`src/rtl/rr_mux_arbiter.sv`:
```
`default_nettype none
// ============================================================================
// Module   : rr_mux_arbiter
// Purpose  : Round-robin arbiter/sequencer for one shared port, four requesters.
// Revision : 1.0 - initial release
// ============================================================================
module rr_mux_arbiter #(
    parameter int TIMEOUT = 16,
    parameter int CW      = 5
) (
    input  logic       clk,
    input  logic       reset,
    input  logic [3:0] req,
    input  logic       mem_done,
    output logic [1:0] sel,
    output logic [3:0] grant,
    output logic       mem_valid,
    output logic [3:0] ack,
    output logic       timeout_err,
    output logic       busy
);

    typedef enum logic [0:0] {
        ST_IDLE = 1'b0,
        ST_BUSY = 1'b1
    } state_t;

    localparam logic [CW-1:0] C_TMO_LAST = CW'((TIMEOUT == 0) ? 0 : TIMEOUT - 1);
    localparam logic [CW-1:0] C_CNT_MAX  = {CW{1'b1}};

    state_t      state_q;
    logic [1:0]  ptr_q;
    logic [CW-1:0] cnt_q;
    logic [1:0]  sel_q;
    logic [3:0]  grant_q;
    logic        mem_valid_q;
    logic [3:0]  ack_q;
    logic        err_q;
    logic        busy_q;

    logic [3:0]  eligible_d;
    logic [1:0]  scan_idx;
    logic [1:0]  winner_d;
    logic        found_d;
    logic        tmo_hit_d;

    // The requester just acked is ineligible for one cycle so it can drop req.
    assign eligible_d = req & ~ack_q;

    // Scan from farthest to nearest so the nearest index to ptr wins last.
    always_comb begin
        found_d  = 1'b0;
        winner_d = ptr_q;
        scan_idx = ptr_q;
        for (int i = 3; i >= 0; i--) begin
            scan_idx = ptr_q + 2'(i);
            if (eligible_d[scan_idx]) begin
                found_d  = 1'b1;
                winner_d = scan_idx;
            end
        end
    end

    assign tmo_hit_d = (TIMEOUT != 0) && (cnt_q == C_TMO_LAST);

    always_ff @(posedge clk) begin
        if (reset) begin
            state_q     <= ST_IDLE;
            ptr_q       <= 2'd0;
            cnt_q       <= '0;
            sel_q       <= 2'd0;
            grant_q     <= 4'd0;
            mem_valid_q <= 1'b0;
            ack_q       <= 4'd0;
            err_q       <= 1'b0;
            busy_q      <= 1'b0;
        end else begin
            case (state_q)
                ST_IDLE: begin
                    ack_q <= 4'd0;
                    err_q <= 1'b0;
                    if (found_d) begin
                        state_q     <= ST_BUSY;
                        sel_q       <= winner_d;
                        grant_q     <= 4'b0001 << winner_d;
                        mem_valid_q <= 1'b1;
                        busy_q      <= 1'b1;
                        cnt_q       <= '0;
                    end
                end
                ST_BUSY: begin
                    // mem_done wins over a coincident timeout.
                    if (mem_done || tmo_hit_d) begin
                        state_q     <= ST_IDLE;
                        ptr_q       <= sel_q + 2'd1;
                        ack_q       <= grant_q;
                        err_q       <= ~mem_done;
                        grant_q     <= 4'd0;
                        mem_valid_q <= 1'b0;
                        busy_q      <= 1'b0;
                    end else if (cnt_q != C_CNT_MAX) begin
                        cnt_q <= cnt_q + 1'b1;
                    end
                end
                default: begin
                    state_q <= ST_IDLE;
                end
            endcase
        end
    end

    assign sel         = sel_q;
    assign grant       = grant_q;
    assign mem_valid   = mem_valid_q;
    assign ack         = ack_q;
    assign timeout_err = err_q;
    assign busy        = busy_q;

endmodule
`default_nettype wire

```
`config.mk`:
```
export PLATFORM = sky130hd
export DESIGN_NAME = rr_mux_arbiter
export DESIGN_NICKNAME = d
export VERILOG_FILES = /design/src/rtl/rr_mux_arbiter.sv
export SDC_FILE = /design/constraint.sdc
export NUM_CORES = 1
export LEC_CHECK = 0
export BUFFER_PORTS_ARGS = -buffer_cell sky130_fd_sc_hd__clkbuf_2
export CORE_ASPECT_RATIO = 0.7
export CORE_MARGIN = 1
export CORE_UTILIZATION = 40
export DETAILED_ROUTE_END_ITERATION = 10
export GPL_TIMING_DRIVEN = 0
export PLACE_DENSITY = 0.63
export SLEW_MARGIN = 10
export SYNTH_ARGS = -nofsm -noshare
export SYNTH_HDL_FRONTEND = slang
export SYNTH_SLANG_ARGS = --single-unit
```
`constraint.sdc`:
```
create_clock -name clk -period 4.7 [get_ports clk]
set_input_delay 1.175 -clock clk [delete_from_list [all_inputs] [get_ports clk]]
set_output_delay 1.175 -clock clk [all_outputs]
set_load 0.02 [all_outputs]
```
==> run metrics, run 1 <==
die footprint=~0.0026 mm^2; TritonCTS Buffers=3; maxcap violations=0; layout cells sized above 1=between 20% and 30%; final hold violation count=0; CTS Hold Buffers Added=0; logic gate share of total power=16.7%; post-DR vias/cell=slightly above 5; Syn. warnings=0; fin crit share=45.2%; vias in the first global route=822; GPL Wtd Cong=0.739; Pre-antenna DRT Iters=4; Diodes inserted=0; Placed Instances=158; internal power=roughly 0.23 mW; crit path max fanout=8; via count=834; sw power=0.0889 mW; most frequent CP cell=ha_1; RSZ-0062 raised after global routing=false; Syn Inst Count=107; Setup violations, final=0; Post-Syn Area=about 960 um^2; clk buf depth=2; antenna violations before repair=0; critical path cell sequence=ha_1, and3_1, ha_1, or3b_4, nor2_8, nand4_1, xor2_1, nor3_2; Avg WL per Cell=12.9 um; Reg power frac=58.0%; fin crit period=2130 ps; Setup WS post-layout=2570 ps; worst min path class=reg -> reg; H-tree Lvls=1; Hold Crit Start=busy$_SDFFE_PP0P_; Setup TNS=0 ps; HPWL Detailed=1.61 mm; Worst-Margin Slew=between 500 and 600 ps; most frequent cells in the layout=dfxtp_1 (20), clkbuf_2 (19), a21oi_1 (14); worst skew pair latency=around 300 ps; Resized cells post-CTS=0; final net count=141; Layout area overhead=16.5%; design area=0.00111 mm^2; GRT overflow=0; VDD IR-drop max=0.135 mV; commonest non-fill, non-tap cell in the layout=dfxtp_1; Seq/Total Area, Yosys=a little over two fifths; Starting DRT DRC Count=36; leak pwr=about 0.43 nW; CP startpoint kind=register; Antenna Nets Post-Route=0; Initial Utilization=43.3%; Placed Area=0.00109 mm^2; fill count=227; Die H=42.9 um; largest net degree at the start of global routing=11; Post-CTS Repair Setup Buffers=0; worst setup path start=cnt_q[0]$_SDFFE_PP0P_; Core Box Area=between 0.002 and 0.0025 mm^2; CP endpoint kind=register; post-place setup slack=2280 ps; RR Startpoint=cnt_q[0]$_SDFFE_PP0P_; FMAX=470 MHz; Rows=14; clock-pin slew on the worst setup and hold paths=about 100 ps; total clock sinks=20; Critical Path AT=2320 ps; first-pass GRT wire length=3.71 mm; Post-Route WL=2.07 mm; Finished Layout Cells=161; Setup CP Type=reg -> reg; Ports=20; die width=roughly 60 um; Seq cells post-synth=20; Sw Share=28.3%; Max Slew Vio Count=0; Worst path max stage delay=~460 ps; clock share of power=25.3%; syn nets=between 100 and 150; CP max stage cell=or3b_4; Setup Skew=between 1 and 1.5 ps; relative slew slack=60.1%; Worst EP required=4890 ps; clk root buf=clkbuf_4; Synth cell types=36; syn_area_per_cell=around 9 um^2; buffers added on ports=19; CTS tree=done; status=completed; GRT Util Overall=around a fifth; Cell Pwr Density=283 mW/mm^2; DRC Markers=0
power groups by stage:
| stage | clock network (mW) | registers, mW | logic, mW |
|---|---|---|---|
| floorplan | 0 | 0.190 | 0.0311 |
| global placement | 0 | 0.186 | 0.0517 |
| detailed placement | 0 | 0.186 | 0.0525 |
| CTS | 0.0834 | 0.183 | 0.0528 |
| global route | 0.0934 | 0.184 | 0.0586 |
| finish | 0.0796 | 0.183 | 0.0524 |
metrics by stage:
stage	power, mW	hold slack, ps	util (%)
3_3_place_gp	0.238	463	49.4
5_1_grt	0.336	505	50.5
6_report	0.315	475	50.5
3_5_place_dp	0.239	466	49.4
2_1_floorplan	0.222	481	-
4_1_cts	0.319	482	50.5
worst paths after layout:
kind | end | slack (ps) | cells after the start
hold / removal | busy$_SDFFE_PP0P_ | 480 | 2
hold reg to reg | busy$_SDFFE_PP0P_ | 480 | 2
setup / recovery | cnt_q[3]$_SDFFE_PP0P_ | 2570 | 8
setup reg to reg | cnt_q[3]$_SDFFE_PP0P_ | 2570 | 8
area by class of cell:
cell class,instances,area (um^2),area share [%]
plain buffers,3,15.0,1.35
clock buffers,3,22.5,2.02
inverters,1,3.75,0.337
multi-input cells,83,537,48.2
flip-flops and latches,20,400,36.0
well taps,32,40.0,3.60
repair buffers,19,95.1,8.54
metal layers:
metal	global-route usage (%)	part of all wire [%]
met2	28.4	42
met3	6.40	4.4
met4	5.91	0.82
met5	0	0
met1	28.0	52
logic make-up after synthesis:
| logic type | Yosys count | share of synthesized area (%) |
|---|---|---|
| compound gates | 33 | 21.7 |
| fa+ha+maj | 3 | 3.93 |
| xor+xnor | 4 | 3.67 |
| buf+inv | 4 | 1.96 |
| simple gates | 43 | 26.8 |
| flops | 20 | 41.9 |
Yosys cell counts (all sizes together):
| cell type | number | share of area [%] |
|---|---|---|
| dfxtp | 20 | 42 |
| a21oi | 14 | 7.3 |
| nor2 | 10 | 5.9 |
| nand2 | 9 | 3.5 |
| nand2b | 7 | 4.6 |
| o21ai | 7 | 3.7 |
| nor3 | 4 | 3.1 |
| ha | 3 | 3.9 |
| nand3b | 3 | 2.4 |
| nor2b | 3 | 2.0 |
| a32o | 2 | 2.1 |
| clkbuf | 2 | 0.79 |
| o2bb2ai | 2 | 1.8 |
| xnor2 | 2 | 1.8 |
| xor2 | 2 | 1.8 |
| a211o | 1 | 0.92 |
| a21boi | 1 | 0.79 |
| a311oi | 1 | 0.92 |
| a31oi | 1 | 0.65 |
| a41o | 1 | 1.0 |
| and3 | 1 | 0.65 |
| and4 | 1 | 0.92 |
| buf | 1 | 0.79 |
| inv | 1 | 0.39 |
| nand3 | 1 | 0.52 |
| nand4 | 1 | 0.65 |
| nor3b | 1 | 0.79 |
| o211ai | 1 | 0.79 |
| o21a | 1 | 0.79 |
| o221ai | 1 | 0.92 |
| or3 | 1 | 0.65 |
| or3b | 1 | 1.2 |
worst max-delay path: cells and delay by family, from the launching register on:
family,cells,cell delay (ps)
xor+xnor,1,190
simple gates,5,1000
flops,1,350
fa+ha+maj,2,490
state kept, by name, indices dropped and copies added (netlist names):
name / flops
busy: 1
sel: 2
grant: 4
timeout_err: 1
ack: 4
state_q: 1
ptr_q: 2
cnt_q: 5
(Power assumes the default switching activity.)
==> run 2, diff against run 1 <==
- clock period: 4.7 -> 2.1 ns (I/O delays scaled with it)
==> run 2 against run 1 <==
Against the previous run:
- register-to-register slack got worse by 2500 ps
- flip-flop and latch count did not move
- die area unchanged
- setup slack got worse by 2500 ps
- non-clock buffer count grew 1
- first-iteration DRC count decreased by 33%
- core utilization up 1.2 points
- via count is 0.84% lower
- worst hold slack worse by 10 ps
- critical path depth unchanged
- clock skew is 0.67 ps lower
- critical endpoint unchanged
- largest cell class unchanged
==> run metrics, run 2 (synthesis gave the netlist of run 1 again) <==
status=completed; worst min path class=in -> reg; GRT Util Overall=19.8% (unchanged); Setup Skew=0.684 ps (-0.674 ps); Avg WL per Cell=13.2 um (+2.6%); Core Box Area=0.00221 mm^2 (unchanged); Cell Pwr Density=620 mW/mm^2 (+120%); Worst-Margin Slew=591 ps (-0.499 ps); layout cells sized above 1=24.6% (+2.9 points); sw power=0.199 mW (+120%); Diodes inserted=0 (unchanged); first-pass GRT wire length=3.71 mm (unchanged); post-place setup slack=-7.50 ps (-2290 ps); GRT overflow=0 (unchanged); CTS tree=done; Ports=20 (unchanged); Setup WS post-layout=85.5 ps (-2490 ps); leak pwr=0.434 nW (+0.28%); Min Hold Slack=465 ps (-10.4 ps); final hold violation count=0 (unchanged); design area=0.00114 mm^2 (+2.4%); CP startpoint kind=register; GPL Wtd Cong=0.739 (unchanged); fin crit period=2010 ps (-112 ps); Max Slew Vio Count=0 (unchanged); Rows=14 (unchanged); Starting DRT DRC Count=24 (-33%); HPWL Detailed=1.61 mm (unchanged); clock-pin slew on the worst setup and hold paths=100 ps (about the same); Post-Route WL=2.14 mm (+3.3%); largest net degree at the start of global routing=11 (unchanged); Setup violations, final=0 (unchanged); Worst path max stage delay=420 ps (-40 ps); CTS Hold Buffers Added=0 (unchanged); Setup CP Type=reg -> reg; clock share of power=25.1% (-0.2 points); fill count=224 (-1.3%); post-DR vias/cell=5.10 (-1.5%); most frequent cells in the layout=dfxtp_1 (19), clkbuf_2 (19), a21oi_1 (14); clk buf depth=2 (unchanged); Initial Utilization=43.3% (unchanged); die footprint=0.00259 mm^2 (unchanged); Layout area overhead=19.2%; Reg power frac=57.9% (about the same); H-tree Lvls=1 (unchanged); Worst EP required=2290 ps (-2600 ps); crit path max fanout=8 (unchanged); worst skew pair latency=290 ps (about the same); Pre-antenna DRT Iters=4 (unchanged); total clock sinks=20 (unchanged); Placed Instances=158 (unchanged); buffers added on ports=19 (unchanged); antenna violations before repair=0 (unchanged); internal power=0.508 mW (+120%); Finished Layout Cells=162 (+0.62%); fin crit share=95.9% (+51 points); vias in the first global route=822 (unchanged); CP endpoint kind=register; clk root buf=clkbuf_4; Antenna Nets Post-Route=0 (unchanged); critical path cell sequence=ha_1, and3_4, ha_4, or3b_4, nor2_8, nand4_1, xor2_1, nor3_2; via count=827 (-0.84%); die width=60.4 um (unchanged); Sw Share=28.2% (-0.096 points); TritonCTS Buffers=3 (unchanged); final net count=142 (+0.71%); relative slew slack=60.2% (about the same); Critical Path AT=2200 ps (-120 ps); logic gate share of total power=17.0% (+0.3 points); max reg flops=5 (unchanged); Die H=42.9 um (unchanged); FMAX=496 MHz (+5.6%); Placed Area=0.00109 mm^2 (unchanged); VDD IR-drop max=0.307 mV (+130%); DRC Markers=0 (unchanged); maxcap violations=0 (unchanged); Reg with most FFs=cnt_q; CP max stage cell=or3b_4
-- run 2: path summary, 6_finish.rpt --
path                            slack, ps               endpoint                   from  cells past startpoint
worst max register to register         90  cnt_q[3]$_SDFFE_PP0P_  cnt_q[0]$_SDFFE_PP0P_                      8
worst max-delay path                   90  cnt_q[3]$_SDFFE_PP0P_  cnt_q[0]$_SDFFE_PP0P_                      8
worst min register to register        480      busy$_SDFFE_PP0P_      busy$_SDFFE_PP0P_                      2
worst min-delay path                  470  cnt_q[3]$_SDFFE_PP0P_                  reset                      2
-- run 2: power groups by stage --
stage	sequential (mW)	clock, mW	combinational, mW
after global placement	0.417	0	0.116
after detailed placement	0.417	0	0.117
final	0.409	0.178	0.120
after CTS	0.409	0.187	0.118
after global routing	0.411	0.209	0.134
after floorplan	0.426	0	0.0696
-- run 2: repair_timing --
action	4_1_cts	5_1_grt
pin swaps	0	4
setup endpoints to repair	1	2
resized for setup	1	3
gates cloned	0	0
setup buffers	0	1
-- run 2: area by class of cell --
cell class                 instances  area [um^2]  share of cell area, %
multi-input combinational         83          554                   48.6
sequential                        20          402                   35.2
timing repair buffer              20          103                   9.00
tap                               32         40.0                   3.51
clock buffer                       3         22.5                   1.98
buffer                             3         15.0                   1.32
inverter                           1         3.75                  0.329
-- run 2: worst max-delay path, delay by kind of cell, from the launching register on --
kind / cells / cell delay [ps]
AND/OR/NAND/NOR: 5 / 950
XOR/XNOR: 1 / 210
adder cells (fa/ha/maj): 2 / 400
flip-flops: 1 / 350
-- run 2: through the flow --
stage	total power [mW]	util, %	setup TNS, ps
2_1_floorplan	0.496	-	0
3_3_place_gp	0.532	49.4	0
3_5_place_dp	0.535	49.4	-7.50
4_1_cts	0.714	50.6	0
5_1_grt	0.754	51.6	-11.4
6_report	0.706	51.6	0
-- run 2: layer usage --
| metal | vias up | GRT usage (%) | part of all wire (%) |
|---|---|---|---|
| met5 | - | 0 | 0 |
| met4 | 0 | 5.91 | 0.89 |
| met3 | 2 | 6.40 | 3.6 |
| met2 | 14 | 28.4 | 44 |
| met1 | 375 | 28.0 | 52 |
| li1 | 436 | - | - |
